## config.mk

```make
export PLATFORM = sky130hd
export DESIGN_NAME = z80_mem_arbiter_flat
export DESIGN_NICKNAME = d
export VERILOG_FILES = /design/src/rtl/z80_mem_arbiter_pkg.sv /design/src/rtl/z80_mem_arbiter_if.sv /design/src/rtl/z80_mem_arbiter_starve_sel.sv /design/src/rtl/z80_mem_arbiter.sv /design/src/flat_wrapper.sv
export SDC_FILE = /design/constraint.sdc
export NUM_CORES = 1
export LEC_CHECK = 0
export CAP_MARGIN = 20
export CORE_MARGIN = 2
export CORE_UTILIZATION = 33
export DETAILED_ROUTE_END_ITERATION = 12
export PLACE_DENSITY_LB_ADDON = 0.08
export SYNTH_ARGS = -nofsm -noshare
export SYNTH_HDL_FRONTEND = slang
export SYNTH_SLANG_ARGS = --single-unit
```

## constraint.sdc

```tcl
create_clock -name clk -period 3.5 [get_ports clk]
set_clock_uncertainty 0.1 [all_clocks]
set_input_delay 0.7 -clock clk [delete_from_list [all_inputs] [get_ports clk]]
set_output_delay 0.7 -clock clk [all_outputs]
set_load 0.01 [all_outputs]
```

## src/rtl/z80_mem_arbiter_pkg.sv

```systemverilog
// Shared types for the Z80 memory arbiter: access owner encoding and counter width.
// Latency: n/a (types and constants only).
// Backpressure: n/a.
package z80_arb_pkg;

    // Owner of an issued access; recorded alongside the in-flight flag so
    // the return cycle knows whom the memory data belongs to.
    typedef enum logic {
        OWN_CPU = 1'b0,
        OWN_DMA = 1'b1
    } arb_owner_t;

    // Width of the DMA starvation counter; holds DMA_STARVE_MAX up to 15.
    localparam int STARVE_W = 4;

endpackage : z80_arb_pkg

```

## src/rtl/z80_mem_arbiter_if.sv

```systemverilog
// Bus bundle between the arbiter, the Z80 CPU, the secondary fetch master and the memory.
// Latency: n/a (wires only).
// Backpressure: CPU stalled via cpu_mwait; DMA holds dma_req/dma_addr until dma_gnt.
//
// Signals:
//   cpu_req/cpu_addr    CPU read request (level) and address
//   cpu_rdata/cpu_mwait registered CPU read data, wait line (0 = wait)
//   dma_req/dma_addr    secondary master request (level) and address
//   dma_gnt/dma_valid   address-taken pulse, data-valid pulse one cycle later
//   dma_rdata           pass-through of memory data for the secondary master
//   mem_ena/mem_addr    memory read strobe and address
//   mem_rdata           memory output register
// Modports: slave = arbiter view, master = environment (CPU, DMA, memory) view.
interface z80_mem_arbiter_if #(
    parameter int ADDR_W = 16,
    parameter int DATA_W = 8
);
    logic              cpu_req;
    logic [ADDR_W-1:0] cpu_addr;
    logic [DATA_W-1:0] cpu_rdata;
    logic              cpu_mwait;

    logic              dma_req;
    logic [ADDR_W-1:0] dma_addr;
    logic              dma_gnt;
    logic              dma_valid;
    logic [DATA_W-1:0] dma_rdata;

    logic              mem_ena;
    logic [ADDR_W-1:0] mem_addr;
    logic [DATA_W-1:0] mem_rdata;

    modport slave (
        input  cpu_req, cpu_addr,
        output cpu_rdata, cpu_mwait,
        input  dma_req, dma_addr,
        output dma_gnt, dma_valid, dma_rdata,
        output mem_ena, mem_addr,
        input  mem_rdata
    );

    modport master (
        output cpu_req, cpu_addr,
        input  cpu_rdata, cpu_mwait,
        output dma_req, dma_addr,
        input  dma_gnt, dma_valid, dma_rdata,
        input  mem_ena, mem_addr,
        output mem_rdata
    );

endinterface : z80_mem_arbiter_if

```

## src/rtl/z80_mem_arbiter_starve_sel.sv

```systemverilog
// Two-way priority select (CPU first) with a DMA starvation counter that forces a DMA win.
// Latency: combinational select; counter updates on the clock edge.
// Backpressure: none; the loser simply retries next cycle.
//
// Ports:
//   clk, rst_n   clock, asynchronous active-low reset
//   cpu_elig     CPU has a request that may issue this cycle
//   dma_req      secondary master is requesting
//   win_vld      some master issues this cycle
//   win_own      which master issues (meaningful when win_vld=1)
module arb_starve_sel
    import z80_arb_pkg::*;
#(
    parameter int DMA_STARVE_MAX = 3
) (
    input  logic       clk,
    input  logic       rst_n,
    input  logic       cpu_elig,
    input  logic       dma_req,
    output logic       win_vld,
    output arb_owner_t win_own
);

    localparam logic [STARVE_W-1:0] STARVE_LIM = STARVE_W'(DMA_STARVE_MAX);

    logic [STARVE_W-1:0] starve_cnt;
    logic                dma_force;

    assign dma_force = (starve_cnt == STARVE_LIM);

    always_comb begin
        win_vld = cpu_elig | dma_req;
        win_own = OWN_CPU;
        // DMA takes the slot when it is alone or has lost too many times in a row.
        if (dma_req && (!cpu_elig || dma_force)) begin
            win_own = OWN_DMA;
        end
    end

    // Counts consecutive DMA losses. Any cycle without a DMA request, or with a
    // DMA grant, restarts the count. Reaching the else-branch means dma_req=1
    // and the CPU took the slot.
    always_ff @(posedge clk or negedge rst_n) begin
        if (!rst_n) begin
            starve_cnt <= '0;
        end else if (!dma_req || win_own == OWN_DMA) begin
            starve_cnt <= '0;
        end else if (starve_cnt != STARVE_LIM) begin
            starve_cnt <= starve_cnt + 1'b1;
        end
    end

endmodule : arb_starve_sel

```

## src/rtl/z80_mem_arbiter.sv

```systemverilog
// Shares one 1-cycle synchronous-read memory between the Z80 CPU and a secondary fetch master.
// Latency: issue cycle + 1 return cycle; one access per cycle with one in flight.
// Backpressure: CPU stalled with cpu_mwait=0 until its data is registered; DMA waits for dma_gnt.
//
// Ports:
//   clk, rst_n   clock, asynchronous active-low reset
//   bus          z80_mem_arbiter_if.slave: CPU, DMA and memory sides
module z80_mem_arbiter
    import z80_arb_pkg::*;
#(
    parameter int ADDR_W         = 16,
    parameter int DATA_W         = 8,
    parameter int DMA_STARVE_MAX = 3
) (
    input  logic                clk,
    input  logic                rst_n,
    z80_mem_arbiter_if.slave    bus
);

    logic       inflight_vld;
    arb_owner_t inflight_own;
    logic       cpu_done;
    logic       cpu_ret;
    logic       cpu_elig;
    logic       win_vld;
    arb_owner_t win_own;
    logic       issue;

    // CPU data returns in the cycle after its issue.
    assign cpu_ret = inflight_vld && (inflight_own == OWN_CPU);

    // The CPU holds cpu_req through the stall, so it must be masked while its
    // access is in flight and after completion until cpu_req drops.
    assign cpu_elig = bus.cpu_req & ~cpu_done & ~cpu_ret;

    arb_starve_sel #(
        .DMA_STARVE_MAX (DMA_STARVE_MAX)
    ) u_sel (
        .clk      (clk),
        .rst_n    (rst_n),
        .cpu_elig (cpu_elig),
        .dma_req  (bus.dma_req),
        .win_vld  (win_vld),
        .win_own  (win_own)
    );

    // Outputs are gated by rst_n so that nothing issues while reset is held,
    // even though the request inputs feed the select combinationally.
    assign issue         = rst_n & win_vld;
    assign bus.mem_ena   = issue;
    assign bus.mem_addr  = (win_own == OWN_DMA) ? bus.dma_addr : bus.cpu_addr;
    assign bus.dma_gnt   = issue & (win_own == OWN_DMA);
    assign bus.dma_valid = inflight_vld & (inflight_own == OWN_DMA);
    assign bus.dma_rdata = bus.mem_rdata;
    assign bus.cpu_mwait = ~(rst_n & bus.cpu_req & ~cpu_done);

    always_ff @(posedge clk or negedge rst_n) begin
        if (!rst_n) begin
            inflight_vld  <= 1'b0;
            inflight_own  <= OWN_CPU;
            cpu_done      <= 1'b0;
            bus.cpu_rdata <= '0;
        end else begin
            inflight_vld <= issue;
            inflight_own <= win_own;
            if (cpu_ret) begin
                bus.cpu_rdata <= bus.mem_rdata;
            end
            // A completed request stays done until the CPU releases cpu_req.
            if (!bus.cpu_req) begin
                cpu_done <= 1'b0;
            end else if (cpu_ret) begin
                cpu_done <= 1'b1;
            end
        end
    end

endmodule : z80_mem_arbiter

```

## src/flat_wrapper.sv

```systemverilog
// flat-port wrapper written by rule: the top's interface ports become plain ports
module z80_mem_arbiter_flat import z80_arb_pkg::*;
#(
    parameter int ADDR_W         = 16,
    parameter int DATA_W         = 8,
    parameter int DMA_STARVE_MAX = 3
)
  (clk, rst_n, bus_cpu_req, bus_cpu_addr, bus_cpu_rdata, bus_cpu_mwait, bus_dma_req, bus_dma_addr, bus_dma_gnt, bus_dma_valid, bus_dma_rdata, bus_mem_ena, bus_mem_addr, bus_mem_rdata);
  z80_mem_arbiter_if #(.ADDR_W(ADDR_W), .DATA_W(DATA_W)) bus_i ();
  input  logic clk;
  input  logic rst_n;
  input wire logic [$bits(bus_i.cpu_req)-1:0] bus_cpu_req;
  input wire logic [$bits(bus_i.cpu_addr)-1:0] bus_cpu_addr;
  output wire logic [$bits(bus_i.cpu_rdata)-1:0] bus_cpu_rdata;
  output wire logic [$bits(bus_i.cpu_mwait)-1:0] bus_cpu_mwait;
  input wire logic [$bits(bus_i.dma_req)-1:0] bus_dma_req;
  input wire logic [$bits(bus_i.dma_addr)-1:0] bus_dma_addr;
  output wire logic [$bits(bus_i.dma_gnt)-1:0] bus_dma_gnt;
  output wire logic [$bits(bus_i.dma_valid)-1:0] bus_dma_valid;
  output wire logic [$bits(bus_i.dma_rdata)-1:0] bus_dma_rdata;
  output wire logic [$bits(bus_i.mem_ena)-1:0] bus_mem_ena;
  output wire logic [$bits(bus_i.mem_addr)-1:0] bus_mem_addr;
  input wire logic [$bits(bus_i.mem_rdata)-1:0] bus_mem_rdata;
  assign bus_i.cpu_req = bus_cpu_req;
  assign bus_i.cpu_addr = bus_cpu_addr;
  assign bus_cpu_rdata = bus_i.cpu_rdata;
  assign bus_cpu_mwait = bus_i.cpu_mwait;
  assign bus_i.dma_req = bus_dma_req;
  assign bus_i.dma_addr = bus_dma_addr;
  assign bus_dma_gnt = bus_i.dma_gnt;
  assign bus_dma_valid = bus_i.dma_valid;
  assign bus_dma_rdata = bus_i.dma_rdata;
  assign bus_mem_ena = bus_i.mem_ena;
  assign bus_mem_addr = bus_i.mem_addr;
  assign bus_i.mem_rdata = bus_mem_rdata;
  z80_mem_arbiter #(.ADDR_W(ADDR_W), .DATA_W(DATA_W), .DMA_STARVE_MAX(DMA_STARVE_MAX)) u_core (.clk(clk), .rst_n(rst_n), .bus(bus_i));
endmodule
```

# Word-level counts from Yosys, hierarchy flattened
# Cells that the tools add are included.
dict set report totals {
  register_bits 15
  output_inout_bits 36
  wordCells 34
}
dict set report classes {
  addsub 1
  n_eq_ne 3
  mux 6
  bitwise_logic 12
  n_reduce_logical 7
}
# cell count
set op_table {}
lappend op_table {{$mux W16} 1}
lappend op_table {{$mux W4} 2}
lappend op_table {{$and A1 B1 Y1} 7}
lappend op_table {{$add A4 B1 Y4 const B} 1}
lappend op_table {{$eq A4 B2 Y1 const B} 1}
lappend op_table {{$ne A4 B2 Y1 const B} 1}
lappend op_table {{$not A1 Y1} 4}
lappend op_table {{$mux W1} 3}
lappend op_table {{$logic_and A1 B1 Y1} 2}
lappend op_table {{$logic_not A1 Y1} 2}
lappend op_table {{$logic_or A1 B1 Y1} 2}
lappend op_table {{$ne A2 B1 Y1 const B} 1}
lappend op_table {{$reduce_bool A2 Y1} 1}
lappend op_table {{$or A1 B1 Y1} 1}

# Longest topological paths before layout
# Gate-level depths: netlist of run 1.
dict set report depth {
  word_depth 10
  depth_mapped 5
  mapped_depth_nobuf 4
}

# By module
# Synthesis of run 1 repeated with hierarchy kept, for this count alone.
dict set report unflattened {
  cells_unflattened 70
  area_unflattened_um2 954.7
}
# mod instances cells_each area_each_um2 seq_area_each_um2
set modules_own_cells {}
lappend modules_own_cells {z80_mem_arbiter 1 53 768.2 275.3}
lappend modules_own_cells {arb_starve_sel 1 17 186.4 100.1}

# Worst setup path after synthesis of run 1
# No wires, ideal clock.
dict set report synth_path {
  kind {register to output}
  startpoint {register u_core.u_sel.starve_cnt[0]}
  endpoint {output port bus_mem_addr[10]}
  arrival_time_ns 1.721
  t_required_ns 2.700
  slack_ns 0.979
  stages_incl_launch_ff 6
  cell_sequence {dfrtp_1 > ha_1 > nor3b_2 > o31ai_4 > buf_6 > mux2_4}
}
dict set report synth_via {
  elab_chain_len 5
}
# item line_no
set synth_lines {}
lappend synth_lines {{start: declaration} z80_mem_arbiter_starve_sel.sv:26} ;# logic [STARVE_W-1:0] starve_cnt;
lappend synth_lines {{start signal: assignment} z80_mem_arbiter_starve_sel.sv:49} ;# starve_cnt <= starve_cnt + 1'b1;
lappend synth_lines {{$eq A4 B2 Y1} z80_mem_arbiter_starve_sel.sv:29} ;# assign dma_force = (starve_cnt == STARVE_LIM);
lappend synth_lines {{$logic_or A1 B1 Y1} z80_mem_arbiter_starve_sel.sv:35} ;# if (dma_req && (!cpu_elig || dma_force)) begin
lappend synth_lines {{$logic_and A1 B1 Y1} z80_mem_arbiter_starve_sel.sv:35}
lappend synth_lines {{$mux W1} z80_mem_arbiter_starve_sel.sv:35}
lappend synth_lines {{$mux W16} z80_mem_arbiter.sv:51} ;# assign bus.mem_addr = (win_own == OWN_DMA) ? bus.dma_addr : bus.cpu_addr;
lappend synth_lines {{end: declaration} flat_wrapper.sv:22} ;# output wire logic [$bits(bus_i.mem_addr)-1:0] bus_mem_addr;
# No other way between the ends.

# Final worst setup path of run 1
dict set report layout_path {
  startpoint {input port bus_cpu_req}
  endpoint {output port bus_mem_addr[13]}
}
dict set report layout_via {
  elab_chain_len 7
}
# item line_no
set layout_lines {}
lappend layout_lines {{start: declaration} flat_wrapper.sv:12} ;# input wire logic [$bits(bus_i.cpu_req)-1:0] bus_cpu_req;
lappend layout_lines {{$and A1 B1 Y1 (2 in a row)} z80_mem_arbiter.sv:34} ;# assign cpu_elig = bus.cpu_req & ~cpu_done & ~cpu_ret;
lappend layout_lines {{$logic_not A1 Y1} z80_mem_arbiter_starve_sel.sv:35}
lappend layout_lines {{$logic_or A1 B1 Y1} z80_mem_arbiter_starve_sel.sv:35}
lappend layout_lines {{$logic_and A1 B1 Y1} z80_mem_arbiter_starve_sel.sv:35}
lappend layout_lines {{$mux W1} z80_mem_arbiter_starve_sel.sv:35}
lappend layout_lines {{$mux W16} z80_mem_arbiter.sv:51}
# No other way between the ends.

==> results of run 1 <==
==> state kept, by name (all words and copies together) (netlist names) <==
name	cells
u_core.inflight_own	1
u_core.u_sel.starve_cnt	4
u_core.cpu_done	1
u_core.bus.cpu_rdata	8
u_core.inflight_vld	1
==> worst max-delay path, cell delays in order <==
cell and delay, ps:
clkdlybuf4s50_1 500, nand2b_1 120, o31ai_4 240, buf_12 200, mux2_2 340, clkdlybuf4s50_1 480
==> layer usage <==
layer,part of all wire,GRT usage
met1,0.35,0.162
met2,0.49,0.269
met3,0.15,0.0783
met4,0.014,0.0510
met5,0,0
==> per-stage QoR <==
stage	hold slack (ps)	setup slack (ps)	cells	power (mW)	utilization
4_1_cts	377	96.6	180	0.556	0.646
6_report	376	120	180	0.546	0.647
5_1_grt	402	15.0	180	0.577	0.647
3_3_place_gp	357	144	176	0.453	0.636
3_5_place_dp	364	114	176	0.457	0.636
2_1_floorplan	304	979	72	0.308	-
==> cell usage after synthesis (all sizes together) <==
| cell | count | area (sq um) |
|---|---|---|
| nand2b | 2 | 12.5 |
| a21oi | 1 | 5.00 |
| xor2 | 1 | 8.76 |
| nor2 | 3 | 11.3 |
| ha | 1 | 12.5 |
| inv | 2 | 7.51 |
| nand2 | 1 | 3.75 |
| nand3 | 1 | 5.00 |
| o31ai | 1 | 21.3 |
| nor3 | 1 | 5.00 |
| and2 | 1 | 6.26 |
| nand3b | 2 | 15.0 |
| dfrtp | 15 | 375 |
| buf | 10 | 76.3 |
| mux2 | 24 | 300 |
| nor3b | 2 | 20.0 |
| nor2b | 2 | 12.5 |
| o21a | 2 | 15.0 |
==> cell families after synthesis <==
| family | after synthesis | share of synthesized area |
|---|---|---|
| mux | 24 | 0.329 |
| simple gates | 15 | 0.100 |
| xor+xnor | 1 | 0.00959 |
| flops | 15 | 0.411 |
| buf+inv | 12 | 0.0918 |
| compound gates | 4 | 0.0452 |
| fa+ha+maj | 1 | 0.0137 |
==> cell type report <==
class                   instances  area (sq um)  area share
well taps                      31          38.8      0.0223
flip-flops and latches         15           375       0.216
clock buffers                   3          22.5      0.0129
repair buffers                 83           836       0.481
clock inverters                 1          5.00     0.00288
multi-input cells              45           454       0.261
inverters                       2          7.51     0.00432
==> power breakdown <==
part           internal, mW  switching [mW]
sequential            0.197          0.0115
combinational         0.165          0.0772
clock                0.0424          0.0531
==> path summary, 6_finish.rpt <==
| check | endpoint | slack, ps | depth (start not counted) |
|---|---|---|---|
| setup / recovery | bus_mem_addr[13] | 120 | 6 |
| max in group asynchronous | u_core.u_sel.starve_cnt[2] | 2310 | 2 |
| setup reg to reg | u_core.inflight_own | 1940 | 5 |
| hold reg to reg | u_core.u_sel.starve_cnt[0] | 380 | 1 |
| min in group asynchronous | u_core.bus.cpu_rdata[7] | 580 | 1 |
| hold / removal | u_core.u_sel.starve_cnt[0] | 380 | 1 |
==> what timing repair did <==
| action | 4_1_cts | 5_1_grt |
|---|---|---|
| endpoints found under the setup margin | 0 | 1 |
| endpoints found under the hold margin | 0 | 0 |
| resized for setup | 0 | 1 |
==> summary.txt, run 1 <==
Outcome
  • Outcome: finished, final reports clean

Floorplanning
  • Io pins: 80
  • Initial Util: 0.340
  • Die ar.: 0.00320 sq mm
  • Num rows: 19
  • Core Area: 0.00269 sq mm
  • Die X: 56.6 microns
  • Die H: 56.6 microns

Power
  • Leakage: 0.746 nW
  • VDD IR max: 0.000267 V
  • Pwr dens: 314 mW/mm^2

Final layout
  • Commonest non-fill, non-tap cell in the layout: clkdlybuf4s50_1
  • Post-route cell area: 0.00174 sq mm
  • Commonest cells after routing, fill and taps aside: clkdlybuf4s50_1, mux2_2, dfrtp_1
  • Layout cells sized above 1: 0.228
  • Antenna Diode Count: 0
  • P&R area growth vs syn: 90.4%
  • Final Net Count: 195
  • # fillers: 213

Drt
  • DRC violations left: 0
  • Pre-Repair DR Iteration Count: 3
  • Wirelength per Cell: 12.6 microns
  • Vias per cell: 4.68
  • DR vias: 842
  • Antenna-violating nets left: 0
  • Number of DRC violations after detailed-routing iteration 0: 5
  • Final wirelength: 2260 microns

Yosys
  • Synth cell types: 22
  • Syn Inst Count: 72
  • Post-Syn Area: 913 sq um
  • Syn nets: 117
  • Sequential share of the synthesized area: 0.411
  • Synth warnings: 0
  • Count of state elements after synthesis: 15
  • Avg Inst Size Synth: 12.7 sq um

Timing
  • Fin crit share: 0.966
  • Worst Tran Pin Value: 335 ps
  • Slew Viols, Final: 0
  • RSZ-0062 raised after global routing: no
  • Fin crit period: 3380 ps
  • Fmax: 296 MHz
  • Worst relative slew slack: 0.776
  • Setup tns final: 0 ps
  • Final hold violation count: 0
  • Final Setup Violations: 0

Global routing
  • GRT Util Overall: 0.155
  • Largest net degree at the start of global routing: 19
  • Initial antenna violation count: 0
  • Vias in the first global route: 918
  • GRT overflow: 0
  • Global-route wire length before repair: 3880 microns

Clock network
  • Root buffer cell: clkbuf_4
  • H-tree levels: 1
  • Hold Buf Count CTS: 0
  • CTS tree: done
  • Clock Latency Late Sink: 280 ps
  • Post-CTS Setup Inserts: 0
  • # clock sinks: 15
  • Max clock buf depth: 2
  • Clock Pin Slew Worst Setup and Hold Paths: 90 ps
  • Clock buffer count from CTS: 3

Setup path
  • Worst flop-to-flop path startpoint: u_core.u_sel.starve_cnt[0]
  • Worst EP arrival: 2580 ps
  • Crit path from: bus_cpu_req
  • Kind of critical path: primary input to output port
  • Worst path required time: 2700 ps
  • Startpoint Class: primary input
  • Crit-path max FO: 18
  • CP Capture Type: output port

Job
  • Maxcap violations: 0

Placement
  • Final HPWL from detailed placement: 1960 microns
  • Placed inst area: 0.00171 sq mm
  • Routability cong.: 0.699
  • I/O Buffers: 79

Worst hold path
  • Worst hold start: u_core.u_sel.starve_cnt[0]
  • Hold Path Class: flop to flop
Note: power is estimated with default switching activity, not from simulation.
==> inputs of run 2 (changes only) <==
--- a/config.mk
+++ b/config.mk
@@ -7,9 +7,10 @@
 export LEC_CHECK = 0
 export CAP_MARGIN = 20
 export CORE_MARGIN = 2
-export CORE_UTILIZATION = 33
+export CORE_UTILIZATION = 34
 export DETAILED_ROUTE_END_ITERATION = 12
 export PLACE_DENSITY_LB_ADDON = 0.08
 export SYNTH_ARGS = -nofsm -noshare
 export SYNTH_HDL_FRONTEND = slang
+export SYNTH_HIERARCHICAL = 1
 export SYNTH_SLANG_ARGS = --single-unit
==> summary.txt, run 2 <==
Setup path
  • Most used cell, CP: clkdlybuf4s50_1
  • Kind of critical path: primary input to output port
  • Worst EP arrival: 2550 ps (-30 ps)
  • FF-to-FF path depth: 4 (-1)
  • Worst path required time: 2700 ps (about the same)
  • Startpoint Class: primary input
  • Slowest Stage Delay on Critical Path: 490 ps (about the same)
  • Worst path slowest cell: clkdlybuf4s50_1
  • CP Capture Type: output port
  • Crit-path max FO: 18 (unchanged)
  • CP cell instances: clkdlybuf4s50_1, nor3b_1, a21boi_2, buf_12, mux2_4, clkdlybuf4s50_1

Drt
  • Wirelength per Cell: 13.9 microns (+11%)
  • DRC violations left: 0 (unchanged)
  • Antenna-violating nets left: 0 (unchanged)
  • Number of DRC violations after detailed-routing iteration 0: 5 (unchanged)
  • Vias per cell: 4.49 (-3.9%)
  • Pre-Repair DR Iteration Count: 3 (unchanged)
  • Final wirelength: 2480 microns (+9.7%)
  • DR vias: 800 (-5.0%)

Floorplanning
  • Num rows: 19 (unchanged)
  • Die ar.: 0.00325 sq mm (+1.3%)
  • Initial Util: 0.352 (+0.0123)
  • Die X: 57.0 microns (+0.67%)
  • Die H: 57.0 microns (+0.67%)
  • Core Area: 0.00271 sq mm (+0.88%)
  • Io pins: 80 (unchanged)

Final layout
  • Final core occ: 0.650 (+0.00263)
  • Max FFs per register: 8 (unchanged)
  • Commonest non-fill, non-tap cell in the layout: clkdlybuf4s50_1
  • Final Net Count: 193 (-1.0%)
  • Commonest cells after routing, fill and taps aside: clkdlybuf4s50_1, mux2_4, dfrtp_1
  • Largest registers: u_core/bus.cpu_rdata: 8 flops, u_core/u_sel/starve_cnt: 4 flops
  • Most flops, register: u_core/bus.cpu_rdata
  • Antenna Diode Count: 0 (unchanged)
  • Layout cells sized above 1: 0.252 (+0.0235)
  • Post-route cell area: 0.00176 sq mm (+1.3%)
  • Finished Layout Cells: 178 (-1.1%)
  • # fillers: 231 (+8.5%)
  • P&R area growth vs syn: 84.5%

Global routing
  • Largest net degree at the start of global routing: 19 (unchanged)
  • GRT overflow: 0 (unchanged)
  • Initial antenna violation count: 0 (unchanged)
  • Global-route wire length before repair: 3830 microns (-1.4%)
  • GRT Util Overall: 0.154 (-0.00193)
  • Vias in the first global route: 792 (-14%)

Power
  • Switching Share: 0.255 (-0.00485)
  • VDD IR max: 0.000322 V (+21%)
  • Clock Power Share: 0.167 (-0.008)
  • Tot Pwr: 0.564 mW (+3.4%)
  • Int Power: 0.420 mW (+4.0%)
  • Combinational group share of total power: 0.458 (+0.015)
  • Leakage: 0.750 nW (+0.59%)
  • Sw power: 0.144 mW (+1.4%)
  • Share of power burned in registers: 0.375 (-0.007)
  • Pwr dens: 320 mW/mm^2 (+2.0%)

Placement
  • Placed inst area: 0.00174 sq mm (+1.5%)
  • Post-place setup slack: 135 ps (+20.1 ps)
  • Cell Count Post-Placement: 174 (-1.1%)
  • I/O Buffers: 79 (unchanged)
  • Routability cong.: 0.697 (-0.29%)
  • Final HPWL from detailed placement: 2090 microns (+7.0%)

Yosys
  • Cell taking the most area after synthesis: dfrtp_1
  • Commonest cells post-synth: mux2_4, dfrtp_1, buf_4
  • Synth warnings: 6 (+6)
  • Synth area leaders: dfrtp_1, mux2_4, mux2_2
  • Count of state elements after synthesis: 15 (unchanged)
  • Synth cell types: 22 (unchanged)
  • Post-synth ARST share: 1.00 (unchanged)
  • Post-Syn Area: 955 sq um (+4.5%)
  • Sequential share of the synthesized area: 0.393 (-0.0178)
  • Post-synth EDFFs: 0 (unchanged)
  • Top cell type's share of synthesized area: 0.393 (-0.0178)
  • Main flop type after synthesis: dfrtp_1
  • Syn nets: 115 (-1.7%)
  • Syn Inst Count: 70 (-2.8%)
  • Avg Inst Size Synth: 13.6 sq um (+7.5%)
  • Most instantiated library cell after synthesis: mux2_4

Clock network
  • H-tree levels: 1 (unchanged)
  • # clock sinks: 15 (unchanged)
  • Hold Buf Count CTS: 0 (unchanged)
  • Clock Pin Slew Worst Setup and Hold Paths: 80 ps (about the same)
  • CTS tree: done
  • Post-cts sizing count: 0 (unchanged)
  • Max clock buf depth: 2 (unchanged)
  • Clock buffer count from CTS: 3 (unchanged)
  • Root buffer cell: clkbuf_4
  • Clock Latency Late Sink: 270 ps (about the same)
  • Post-CTS Setup Inserts: 0 (unchanged)

Timing
  • Fmax: 298 MHz (+0.79%)
  • Fin crit period: 3350 ps (-26.5 ps)
  • RSZ-0062 raised after global routing: no
  • Worst Tran Pin Value: 405 ps (+69.4 ps)
  • Final setup margin: 146 ps (+26.5 ps)
  • Fin crit share: 0.958 (-0.00758)
  • Final Setup Violations: 0 (unchanged)
  • Setup tns final: 0 ps (unchanged)
  • Slew Viols, Final: 0 (unchanged)
  • Final hold violation count: 0 (unchanged)
  • Hold WS: 370 ps (-5.95 ps)
  • Worst relative slew slack: 0.729 (-0.0464)

Worst hold path
  • Hold Path Stages: 1 (unchanged)
  • Hold Path Class: flop to flop

Job
  • Maxcap violations: 0 (unchanged)

Outcome
  • Outcome: finished, final reports clean
run 2: cells by family (layout without fill, tap and decap cells):
kind of cell / Yosys count / count (layout) / synth area share
AO/OA/AOI/OAI: 2 / 2 / 0.0157
XOR/XNOR: 2 / 2 / 0.0184
AND/OR/NAND/NOR: 14 / 14 / 0.0983
buffers and inverters: 12 / 89 / 0.111
flip-flops: 15 / 15 / 0.393
adder cells (fa/ha/maj): 1 / 1 / 0.0131
multiplexers: 24 / 24 / 0.350
run 2: routing by layer:
metal | track usage | up-vias | routed length (microns)
met5 | 0 | - | 0
met4 | 0.00997 | 0 | 0
met3 | 0.0499 | 0 | 172
met2 | 0.287 | 31 | 1430
met1 | 0.178 | 380 | 880
li1 | - | 389 | -
run 2: critical path: cells and delay by family:
| family | cells | cell delay [ps] |
|---|---|---|
| buffers and inverters | 3 | 1150 |
| muxes | 1 | 300 |
| and+or+nand+nor | 1 | 290 |
| AOI/OAI and AO/OA | 1 | 110 |
run 2: path summary, 6_finish.rpt:
| check | start | to | slack [ps] |
|---|---|---|---|
| max in group asynchronous | rst_n | u_core/bus.cpu_rdata[5] | 2250 |
| setup / recovery | bus_cpu_req | bus_mem_addr[7] | 150 |
| hold / removal | u_core/u_sel/starve_cnt[0] | u_core/u_sel/starve_cnt[0] | 370 |
| hold reg to reg | u_core/u_sel/starve_cnt[0] | u_core/u_sel/starve_cnt[0] | 370 |
| setup reg to reg | u_core/u_sel/starve_cnt[0] | u_core/inflight_own | 1970 |
| min in group asynchronous | rst_n | u_core/u_sel/starve_cnt[2] | 610 |
run 2: cell type report:
type                    instances  area [sq um]  area share
clock buffers                   4          26.3      0.0149
inverters                       1          3.75     0.00213
multi-input cells              43           477       0.271
flip-flops and latches         15           375       0.213
repair buffers                 84           841       0.477
well taps                      31          38.8      0.0220
run 2: power groups by stage:
stage          Combinational [mW]  Sequential [mW]  Clock (mW)
6_report                    0.258            0.211      0.0944
5_1_grt                     0.273            0.214       0.108
4_1_cts                     0.262            0.212       0.101
3_5_place_dp                0.260            0.216           0
3_3_place_gp                0.256            0.212           0
2_1_floorplan               0.105            0.222           0
